**src/rtl/id_ex_hazard_reg_pkg.sv**
```systemverilog
// Shared definitions for the ID/EX pipeline register with hazard handling.
//   - forwarding select codes driven on out_fwd_a/out_fwd_b
//   - stall FSM state encoding
//   - default bit positions of the load and reg-write flags in the control bundles
package id_ex_hazard_reg_pkg;

  // Operand source select codes.
  localparam logic [1:0] FWD_RF    = 2'b00;  // register file value
  localparam logic [1:0] FWD_EXMEM = 2'b10;  // result sitting in EX/MEM
  localparam logic [1:0] FWD_MEMWB = 2'b01;  // result sitting in MEM/WB

  // Stall FSM: StBubble is the cycle right after a stall, in which no new stall may be raised.
  typedef enum logic {
    StRun    = 1'b0,
    StBubble = 1'b1
  } hz_state_e;

  // Default flag positions inside the control bundles.
  localparam int unsigned MEM_READ_BIT_DEF     = 1;
  localparam int unsigned WB_REG_WRITE_BIT_DEF = 0;

endpackage

```
**src/rtl/id_ex_hazard_reg_if.sv**
```systemverilog
// Bundle of every ID-side and EX-side signal of the ID/EX register.
//   master : the surrounding pipeline; drives in_* and observes out_*
//   slave  : the id_ex_hazard_reg block; observes in_* and drives out_*
// in_*  : ID instruction (valid, flush, control bundles, operands, register fields) plus the
//         EX/MEM and MEM/WB destination info used for forwarding
// out_* : registered EX instruction, combinational stall, forward selects, stall counter
interface id_ex_hazard_reg_if #(
  parameter int unsigned NB_data = 32,
  parameter int unsigned NB_addr = 5,
  parameter int unsigned NB_ex   = 8,
  parameter int unsigned NB_mem  = 3,
  parameter int unsigned NB_wb   = 2,
  parameter int unsigned NB_cnt  = 16
);

  logic               in_valid;
  logic               in_flush;
  logic [NB_ex-1:0]   in_ex;
  logic [NB_mem-1:0]  in_mem;
  logic [NB_wb-1:0]   in_wb;
  logic [NB_data-1:0] in_reg1;
  logic [NB_data-1:0] in_reg2;
  logic [NB_data-1:0] in_inmediato;
  logic [NB_data-1:0] in_branch;
  logic [NB_addr-1:0] in_shamt;
  logic [NB_addr-1:0] in_rs;
  logic [NB_addr-1:0] in_rt;
  logic [NB_addr-1:0] in_rd;
  logic               in_exmem_reg_write;
  logic [NB_addr-1:0] in_exmem_rd;
  logic               in_memwb_reg_write;
  logic [NB_addr-1:0] in_memwb_rd;

  logic               out_valid;
  logic [NB_ex-1:0]   out_ex;
  logic [NB_mem-1:0]  out_mem;
  logic [NB_wb-1:0]   out_wb;
  logic [NB_data-1:0] out_reg1;
  logic [NB_data-1:0] out_reg2;
  logic [NB_data-1:0] out_inmediato;
  logic [NB_data-1:0] out_branch;
  logic [NB_addr-1:0] out_shamt;
  logic [NB_addr-1:0] out_rs;
  logic [NB_addr-1:0] out_rt;
  logic [NB_addr-1:0] out_rd;
  logic               out_stall;
  logic [1:0]         out_fwd_a;
  logic [1:0]         out_fwd_b;
  logic [NB_cnt-1:0]  out_stall_count;

  modport master (
    output in_valid, in_flush, in_ex, in_mem, in_wb, in_reg1, in_reg2, in_inmediato, in_branch,
           in_shamt, in_rs, in_rt, in_rd, in_exmem_reg_write, in_exmem_rd, in_memwb_reg_write,
           in_memwb_rd,
    input  out_valid, out_ex, out_mem, out_wb, out_reg1, out_reg2, out_inmediato, out_branch,
           out_shamt, out_rs, out_rt, out_rd, out_stall, out_fwd_a, out_fwd_b, out_stall_count
  );

  modport slave (
    input  in_valid, in_flush, in_ex, in_mem, in_wb, in_reg1, in_reg2, in_inmediato, in_branch,
           in_shamt, in_rs, in_rt, in_rd, in_exmem_reg_write, in_exmem_rd, in_memwb_reg_write,
           in_memwb_rd,
    output out_valid, out_ex, out_mem, out_wb, out_reg1, out_reg2, out_inmediato, out_branch,
           out_shamt, out_rs, out_rt, out_rd, out_stall, out_fwd_a, out_fwd_b, out_stall_count
  );

endinterface

```
**src/rtl/id_ex_hazard_reg_forward_unit.sv**
```systemverilog
// Forwarding select for one EX operand.
//   en              : EX holds a valid instruction and forwarding is enabled
//   src             : source register field of the EX instruction
//   exmem_reg_write : EX/MEM will write a register
//   exmem_rd        : EX/MEM destination register
//   memwb_reg_write : MEM/WB will write a register
//   memwb_rd        : MEM/WB destination register
//   sel             : FWD_RF / FWD_EXMEM / FWD_MEMWB
module id_ex_hazard_reg_forward_unit
  import id_ex_hazard_reg_pkg::*;
#(
  parameter int unsigned NB_addr = 5
) (
  input  logic               en,
  input  logic [NB_addr-1:0] src,
  input  logic               exmem_reg_write,
  input  logic [NB_addr-1:0] exmem_rd,
  input  logic               memwb_reg_write,
  input  logic [NB_addr-1:0] memwb_rd,
  output logic [1:0]         sel
);

  always_comb begin
    sel = FWD_RF;
    if (en) begin
      // EX/MEM is the younger result, so it wins over MEM/WB. $zero is never forwarded.
      if (exmem_reg_write && (exmem_rd != '0) && (exmem_rd == src)) begin
        sel = FWD_EXMEM;
      end else if (memwb_reg_write && (memwb_rd != '0) && (memwb_rd == src)) begin
        sel = FWD_MEMWB;
      end
    end
  end

endmodule

```
**src/rtl/id_ex_hazard_reg.sv**
```systemverilog
// ID/EX pipeline register of the MIPS pipeline with load-use stall and flush support.
//   clk   : rising-edge clock
//   reset : asynchronous active-low reset
//   bus   : slave side of id_ex_hazard_reg_if
//     in_*  from ID (instruction, flush) and from EX/MEM, MEM/WB (forwarding info)
//     out_* registered EX instruction; out_stall (combinational) holds PC and IF/ID;
//           out_fwd_a/b operand selects; out_stall_count saturating stall counter
// A load in EX whose rt is read by the instruction in ID costs exactly one stall cycle, during
// which a bubble is inserted into EX. A flush or an invalid ID slot also inserts a bubble.
module id_ex_hazard_reg
  import id_ex_hazard_reg_pkg::*;
#(
  parameter int unsigned NB_data          = 32,
  parameter int unsigned NB_addr          = 5,
  parameter int unsigned NB_ex            = 8,
  parameter int unsigned NB_mem           = 3,
  parameter int unsigned NB_wb            = 2,
  parameter int unsigned MEM_READ_BIT     = MEM_READ_BIT_DEF,
  parameter int unsigned WB_REG_WRITE_BIT = WB_REG_WRITE_BIT_DEF,
  parameter bit          FWD_EN           = 1'b1,
  parameter int unsigned NB_cnt           = 16
) (
  input logic            clk,
  input logic            reset,
  id_ex_hazard_reg_if.slave bus
);

  // Flag positions must fall inside their bundles.
  if (MEM_READ_BIT >= NB_mem) begin : g_bad_mem_read_bit
    $error("MEM_READ_BIT outside the mem bundle");
  end
  if (WB_REG_WRITE_BIT >= NB_wb) begin : g_bad_wb_reg_write_bit
    $error("WB_REG_WRITE_BIT outside the wb bundle");
  end

  hz_state_e state_q;

  logic load_use;
  logic stall;
  logic load_bubble;
  logic fwd_en;

  always_comb begin
    load_use = bus.out_valid & bus.out_mem[MEM_READ_BIT] & (bus.out_rt != '0) &
               ((bus.out_rt == bus.in_rs) | (bus.out_rt == bus.in_rt)) & bus.in_valid;
    // Only one stall per load: the cycle after a stall never stalls again.
    stall       = (state_q == StRun) & load_use & ~bus.in_flush;
    load_bubble = stall | bus.in_flush | ~bus.in_valid;
    fwd_en      = bus.out_valid & FWD_EN;
  end

  assign bus.out_stall = stall;

  always_ff @(posedge clk or negedge reset) begin
    if (!reset) begin
      state_q             <= StRun;
      bus.out_valid       <= 1'b0;
      bus.out_ex          <= '0;
      bus.out_mem         <= '0;
      bus.out_wb          <= '0;
      bus.out_reg1        <= '0;
      bus.out_reg2        <= '0;
      bus.out_inmediato   <= '0;
      bus.out_branch      <= '0;
      bus.out_shamt       <= '0;
      bus.out_rs          <= '0;
      bus.out_rt          <= '0;
      bus.out_rd          <= '0;
      bus.out_stall_count <= '0;
    end else begin
      state_q <= stall ? StBubble : StRun;

      // A bubble only kills the controls; datapath fields are captured regardless.
      bus.out_valid <= ~load_bubble;
      bus.out_ex    <= load_bubble ? '0 : bus.in_ex;
      bus.out_mem   <= load_bubble ? '0 : bus.in_mem;
      bus.out_wb    <= load_bubble ? '0 : bus.in_wb;

      bus.out_reg1      <= bus.in_reg1;
      bus.out_reg2      <= bus.in_reg2;
      bus.out_inmediato <= bus.in_inmediato;
      bus.out_branch    <= bus.in_branch;
      bus.out_shamt     <= bus.in_shamt;
      bus.out_rs        <= bus.in_rs;
      bus.out_rt        <= bus.in_rt;
      bus.out_rd        <= bus.in_rd;

      if (stall && (bus.out_stall_count != '1)) begin
        bus.out_stall_count <= bus.out_stall_count + NB_cnt'(1);
      end
    end
  end

  id_ex_hazard_reg_forward_unit #(
    .NB_addr (NB_addr)
  ) u_fwd_a (
    .en              (fwd_en),
    .src             (bus.out_rs),
    .exmem_reg_write (bus.in_exmem_reg_write),
    .exmem_rd        (bus.in_exmem_rd),
    .memwb_reg_write (bus.in_memwb_reg_write),
    .memwb_rd        (bus.in_memwb_rd),
    .sel             (bus.out_fwd_a)
  );

  id_ex_hazard_reg_forward_unit #(
    .NB_addr (NB_addr)
  ) u_fwd_b (
    .en              (fwd_en),
    .src             (bus.out_rt),
    .exmem_reg_write (bus.in_exmem_reg_write),
    .exmem_rd        (bus.in_exmem_rd),
    .memwb_reg_write (bus.in_memwb_reg_write),
    .memwb_rd        (bus.in_memwb_rd),
    .sel             (bus.out_fwd_b)
  );

endmodule

```
**src/flat_wrapper.sv**
```systemverilog
// flat-port wrapper written by rule: the top's interface ports become plain ports
module id_ex_hazard_reg_flat import id_ex_hazard_reg_pkg::*;
#(
  parameter int unsigned NB_data          = 32,
  parameter int unsigned NB_addr          = 5,
  parameter int unsigned NB_ex            = 8,
  parameter int unsigned NB_mem           = 3,
  parameter int unsigned NB_wb            = 2,
  parameter int unsigned MEM_READ_BIT     = MEM_READ_BIT_DEF,
  parameter int unsigned WB_REG_WRITE_BIT = WB_REG_WRITE_BIT_DEF,
  parameter bit          FWD_EN           = 1'b1,
  parameter int unsigned NB_cnt           = 16
)
  (clk, reset, bus_in_valid, bus_in_flush, bus_in_ex, bus_in_mem, bus_in_wb, bus_in_reg1, bus_in_reg2, bus_in_inmediato, bus_in_branch, bus_in_shamt, bus_in_rs, bus_in_rt, bus_in_rd, bus_in_exmem_reg_write, bus_in_exmem_rd, bus_in_memwb_reg_write, bus_in_memwb_rd, bus_out_valid, bus_out_ex, bus_out_mem, bus_out_wb, bus_out_reg1, bus_out_reg2, bus_out_inmediato, bus_out_branch, bus_out_shamt, bus_out_rs, bus_out_rt, bus_out_rd, bus_out_stall, bus_out_fwd_a, bus_out_fwd_b, bus_out_stall_count);
  id_ex_hazard_reg_if #(.NB_data(NB_data), .NB_addr(NB_addr), .NB_ex(NB_ex), .NB_mem(NB_mem), .NB_wb(NB_wb), .NB_cnt(NB_cnt)) bus_i ();
  input logic clk;
  input logic reset;
  input wire logic [$bits(bus_i.in_valid)-1:0] bus_in_valid;
  input wire logic [$bits(bus_i.in_flush)-1:0] bus_in_flush;
  input wire logic [$bits(bus_i.in_ex)-1:0] bus_in_ex;
  input wire logic [$bits(bus_i.in_mem)-1:0] bus_in_mem;
  input wire logic [$bits(bus_i.in_wb)-1:0] bus_in_wb;
  input wire logic [$bits(bus_i.in_reg1)-1:0] bus_in_reg1;
  input wire logic [$bits(bus_i.in_reg2)-1:0] bus_in_reg2;
  input wire logic [$bits(bus_i.in_inmediato)-1:0] bus_in_inmediato;
  input wire logic [$bits(bus_i.in_branch)-1:0] bus_in_branch;
  input wire logic [$bits(bus_i.in_shamt)-1:0] bus_in_shamt;
  input wire logic [$bits(bus_i.in_rs)-1:0] bus_in_rs;
  input wire logic [$bits(bus_i.in_rt)-1:0] bus_in_rt;
  input wire logic [$bits(bus_i.in_rd)-1:0] bus_in_rd;
  input wire logic [$bits(bus_i.in_exmem_reg_write)-1:0] bus_in_exmem_reg_write;
  input wire logic [$bits(bus_i.in_exmem_rd)-1:0] bus_in_exmem_rd;
  input wire logic [$bits(bus_i.in_memwb_reg_write)-1:0] bus_in_memwb_reg_write;
  input wire logic [$bits(bus_i.in_memwb_rd)-1:0] bus_in_memwb_rd;
  output wire logic [$bits(bus_i.out_valid)-1:0] bus_out_valid;
  output wire logic [$bits(bus_i.out_ex)-1:0] bus_out_ex;
  output wire logic [$bits(bus_i.out_mem)-1:0] bus_out_mem;
  output wire logic [$bits(bus_i.out_wb)-1:0] bus_out_wb;
  output wire logic [$bits(bus_i.out_reg1)-1:0] bus_out_reg1;
  output wire logic [$bits(bus_i.out_reg2)-1:0] bus_out_reg2;
  output wire logic [$bits(bus_i.out_inmediato)-1:0] bus_out_inmediato;
  output wire logic [$bits(bus_i.out_branch)-1:0] bus_out_branch;
  output wire logic [$bits(bus_i.out_shamt)-1:0] bus_out_shamt;
  output wire logic [$bits(bus_i.out_rs)-1:0] bus_out_rs;
  output wire logic [$bits(bus_i.out_rt)-1:0] bus_out_rt;
  output wire logic [$bits(bus_i.out_rd)-1:0] bus_out_rd;
  output wire logic [$bits(bus_i.out_stall)-1:0] bus_out_stall;
  output wire logic [$bits(bus_i.out_fwd_a)-1:0] bus_out_fwd_a;
  output wire logic [$bits(bus_i.out_fwd_b)-1:0] bus_out_fwd_b;
  output wire logic [$bits(bus_i.out_stall_count)-1:0] bus_out_stall_count;
  assign bus_i.in_valid = bus_in_valid;
  assign bus_i.in_flush = bus_in_flush;
  assign bus_i.in_ex = bus_in_ex;
  assign bus_i.in_mem = bus_in_mem;
  assign bus_i.in_wb = bus_in_wb;
  assign bus_i.in_reg1 = bus_in_reg1;
  assign bus_i.in_reg2 = bus_in_reg2;
  assign bus_i.in_inmediato = bus_in_inmediato;
  assign bus_i.in_branch = bus_in_branch;
  assign bus_i.in_shamt = bus_in_shamt;
  assign bus_i.in_rs = bus_in_rs;
  assign bus_i.in_rt = bus_in_rt;
  assign bus_i.in_rd = bus_in_rd;
  assign bus_i.in_exmem_reg_write = bus_in_exmem_reg_write;
  assign bus_i.in_exmem_rd = bus_in_exmem_rd;
  assign bus_i.in_memwb_reg_write = bus_in_memwb_reg_write;
  assign bus_i.in_memwb_rd = bus_in_memwb_rd;
  assign bus_out_valid = bus_i.out_valid;
  assign bus_out_ex = bus_i.out_ex;
  assign bus_out_mem = bus_i.out_mem;
  assign bus_out_wb = bus_i.out_wb;
  assign bus_out_reg1 = bus_i.out_reg1;
  assign bus_out_reg2 = bus_i.out_reg2;
  assign bus_out_inmediato = bus_i.out_inmediato;
  assign bus_out_branch = bus_i.out_branch;
  assign bus_out_shamt = bus_i.out_shamt;
  assign bus_out_rs = bus_i.out_rs;
  assign bus_out_rt = bus_i.out_rt;
  assign bus_out_rd = bus_i.out_rd;
  assign bus_out_stall = bus_i.out_stall;
  assign bus_out_fwd_a = bus_i.out_fwd_a;
  assign bus_out_fwd_b = bus_i.out_fwd_b;
  assign bus_out_stall_count = bus_i.out_stall_count;
  id_ex_hazard_reg #(.NB_data(NB_data), .NB_addr(NB_addr), .NB_ex(NB_ex), .NB_mem(NB_mem), .NB_wb(NB_wb), .MEM_READ_BIT(MEM_READ_BIT), .WB_REG_WRITE_BIT(WB_REG_WRITE_BIT), .FWD_EN(FWD_EN), .NB_cnt(NB_cnt)) u_core (.clk(clk), .reset(reset), .bus(bus_i));
endmodule
```
**config.mk**
```make
export PLATFORM = sky130hd
export DESIGN_NAME = id_ex_hazard_reg_flat
export DESIGN_NICKNAME = d
export VERILOG_FILES = /design/src/rtl/id_ex_hazard_reg_pkg.sv /design/src/rtl/id_ex_hazard_reg_if.sv /design/src/rtl/id_ex_hazard_reg_forward_unit.sv /design/src/rtl/id_ex_hazard_reg.sv /design/src/flat_wrapper.sv
export SDC_FILE = /design/constraint.sdc
export NUM_CORES = 1
export LEC_CHECK = 0
export CORE_AREA = 2 2 141 143
export DETAILED_ROUTE_END_ITERATION = 10
export DIE_AREA = 0 0 143 145
export HOLD_SLACK_MARGIN = 0.1
export PLACE_DENSITY = 0.72
export SLEW_MARGIN = 5
export SYNTH_ARGS = -nofsm -noshare
export SYNTH_HDL_FRONTEND = slang
export SYNTH_HIERARCHICAL = 1
export SYNTH_SLANG_ARGS = --single-unit
```
**constraint.sdc**
```tcl
create_clock -name clk -period 3.05 [get_ports clk]
set_input_delay 0.61 -clock clk [delete_from_list [all_inputs] [get_ports clk]]
set_output_delay 0.61 -clock clk [all_outputs]
set_load 0.02 [all_outputs]
```
==> impl_metrics.csv <==
group,metric,value,unit
clock_network,cts_max_path_buffers,2,
timing,slew_headroom,39.2,%
route,ant_nets,0,
finish,fillers,1612,
timing,fmax,0.348,GHz
global_route,antenna_found_initial,2,
finish,drive_above_1_share,7.85,%
yosys,yosysTopAreaCellShare,81.2,%
yosys,ys_seq_area_share,81.2,%
worst_setup_path,crit_arrival,2.26,ns
die,die_y,145,um
yosys,synth_top_area_cell,"dfrtp_1",
finish,nNetsFinal,879,
yosys,syn_nets,496,
route,routedWlPerCell,17.0,um
timing,worst_pin_slew,0.913,ns
timing,rsz0062_at_grt,"false",
worst_setup_path,crit_required,2.44,ns
route,drc,0,
die,fp.coreArea,19200,um^2
status,outcome,"completed",
finish,fin_util,52.6,%
timing,period_needed,2.87,ns
power,pwr_density_cell,533,nW/um^2
power,peakVddDrop,0.000344,V
route,wirelength,16600,um
job,maxCapViolations,0,
timing,setup_violations,0,
place,gp_congestion,0.792,
yosys,syn-cell-area,5520,um^2
die,design.portCount,360,
timing,skew,0.0123,ns
route,drtIter0Drc,135,
finish,syn2layout_area_growth,83.2,%
global_route,grt_pass1_vias,4375,
clock_network,clock-sinks,179,
yosys,synthTopCellsByArea,"dfrtp_1 81%, xnor2_1 3.3%, xor2_1 3.0%",
worst_setup_path,startpoint_type,"input port",
worst_setup_path,critPathCaptureType,"output port",
global_route,grt_pass1_wl,25700,um
worst_setup_path,worstPathMaxFanout,2,
timing,period_share,94.1,%
clock_network,cts_tree,"done",
global_route,grt_max_degree,72,
hold_path,hp-class,"register to register",
timing,slew_violations,0,
power,leakage,4.32,nW
die,dieArea,20700,um^2
route,viasPerCell,4.11,
die,die_w,143,um
worst_setup_path,r2r_cells,6,
yosys,netlist_instances,318,
route,dr_total_vias,4021,
clock_network,clk_pin_slew_worst_paths,0.07,ns
clock_network,numCtsBuffers,17,
yosys,syn_avg_cell_area,17.3,um^2
place,place_hpwl,13100,um
timing,setup_tns,0,ns
clock_network,cts_htree_levels,4,
timing,hold_viol,0,
hold_path,hold_depth,1,
yosys,ys_types,34,
place,port_buffers,359,
yosys,synth-seq-cells,179,
route,drt_pass1_iterations,4,
timing,hold_ws,0.496,ns
global_route,grt_overflow,0,
yosys,synth_warnings,6,
clock_network,clkLatencyLatePin,0.42,ns
die,row_count,51,
finish,antenna_cells,0,
clock_network,cts-root-buf,"clkbuf_16",
global_route,grtUsageTotal,16.6,%
worst_setup_path,critPathKind,"input port to output port",
die,initial_core_util,28.7,%
finish,final-seq-area,4480,um^2
finish,multi_input_area,1010,um^2
-- layout make-up --
type	instances	share of cell area, %
timing repair buffer	366	36.4
inverter	4	0.149
sequential	179	44.3
clock buffer	17	4.21
multi-input combinational	133	9.96
clock inverter	14	1.70
tap	265	3.28
-- cells in the mapped netlist --
master and count:
dfrtp_1 179, xnor2_1 21, xor2_1 19, and2_1 16
nand2_1 9, nand3_1 8, nor3_2 8, nor2_1 6
and4_1 5, nand4_1 5, inv_1 4, nor3_1 4
nor4_1 4, nor4_2 4, and3_1 2, nand2b_1 2
o2111ai_1 2, o21ai_0 2, o21ai_1 2, or2_1 2
a21oi_1 1, a21oi_2 1, buf_6 1, clkbuf_1 1
ha_1 1, mux2_1 1, mux2_2 1, nand2_2 1
nand3b_1 1, nand4_4 1, nand4b_1 1, nor3b_2 1
o22ai_1 1, o32a_4 1
-- cell usage in the layout (no fill, tap or decap), drive strengths merged --
cell type | synthesis | routed
a21oi | 2 | 2
inv | 4 | 9
o22ai | 1 | 1
dlygate4sd3 | 0 | 1
dfrtp | 179 | 179
nand3b | 1 | 1
dlymetal6s2s | 0 | 4
xnor2 | 21 | 21
nand2 | 10 | 10
o32a | 1 | 1
nand3 | 8 | 8
nand4 | 6 | 6
ha | 1 | 1
o2111ai | 2 | 2
clkdlybuf4s50 | 0 | 353
nand4b | 1 | 1
xor2 | 19 | 19
nand2b | 2 | 2
nor4 | 8 | 8
clkbuf | 1 | 18
nor3 | 12 | 12
nor2 | 6 | 6
and2 | 16 | 16
or2 | 2 | 2
dlygate4sd2 | 0 | 1
mux2 | 2 | 2
and3 | 2 | 2
o21ai | 4 | 4
and4 | 5 | 5
buf | 1 | 6
clkinv | 0 | 8
nor3b | 1 | 1
clkinvlp | 0 | 1
-- cell families after synthesis --
kind of cell             count (synthesis)  synth area share [%]
XOR/XNOR                                40                  6.35
buffers and inverters                    6                 0.544
AO/OA/AOI/OAI                           10                  1.45
multiplexers                             2                 0.408
flip-flops                             179                  81.2
AND/OR/NAND/NOR                         80                  9.80
adder cells (fa/ha/maj)                  1                 0.227
-- stage by stage --
stage / setup WS, ns / std cells / total power [mW] / instance area (um^2)
4_1_cts: 0.0214 / 978 / 5.48 / 10100
6_report: 0.180 / 978 / 5.39 / 10100
5_1_grt: 0.106 / 978 / 5.64 / 10100
3_5_place_dp: -0.0662 / 946 / 3.30 / 9490
3_3_place_gp: -0.0199 / 946 / 3.30 / 9490
2_1_floorplan: 0.762 / 318 / 2.76 / 5520
-- sequential cells by signal, summed over array words and instances, names as in the netlist --
signal                      cells
u_core/bus.out_rs               5
u_core/bus.out_stall_count     16
u_core/bus.out_ex               8
u_core/bus.out_rd               5
u_core/bus.out_reg2            32
u_core/bus.out_shamt            5
u_core/bus.out_reg1            32
u_core/bus.out_rt               5
u_core/bus.out_valid            1
u_core/bus.out_inmediato       32
u_core/state_q                  1
u_core/bus.out_mem              3
u_core/bus.out_wb               2
u_core/bus.out_branch          32
-- critical path, stage by stage --
cell	delay, ns
clkdlybuf4s50_1	0.49
xnor2_1	0.13
nand3_1	0.19
o32a_4	0.36
nor2_1	0.13
dlygate4sd2_1	0.35
-- power breakdown --
part           switching [mW]  internal (mW)
registers              0.0463           2.48
logic                   0.312          0.412
clock network            1.04           1.10
total                    1.40           3.99
-- final timing paths --
path	from	end	slack (ns)
setup / recovery	bus_in_rt[2]	bus_out_stall	0.18
hold / removal	u_core/bus.out_stall_count[11]	u_core/bus.out_stall_count[11]	0.50
max in group asynchronous	reset	u_core/bus.out_mem[0]	1.61
setup reg to reg	u_core/bus.out_rt[2]	u_core/bus.out_stall_count[14]	0.81
min in group asynchronous	reset	u_core/bus.out_inmediato[14]	0.62
hold reg to reg	u_core/bus.out_stall_count[11]	u_core/bus.out_stall_count[11]	0.50
-- layer usage --
layer | wire, um | vias to the layer above | track usage, %
met5 | 22 | - | 0
met4 | 465 | 4 | 6.83
met3 | 1630 | 28 | 7.03
met2 | 8490 | 211 | 27.8
met1 | 5990 | 1960 | 18.5
li1 | - | 1818 | -
-- what timing repair did --
action,4_1_cts,5_1_grt
endpoints found under the setup margin,1,4
gates resized for setup,1,4
buffers inserted,0,0
endpoints found under the hold margin,27,0
hold buffers,1,0
No activity file was read; power rests on OpenSTA's default activity.
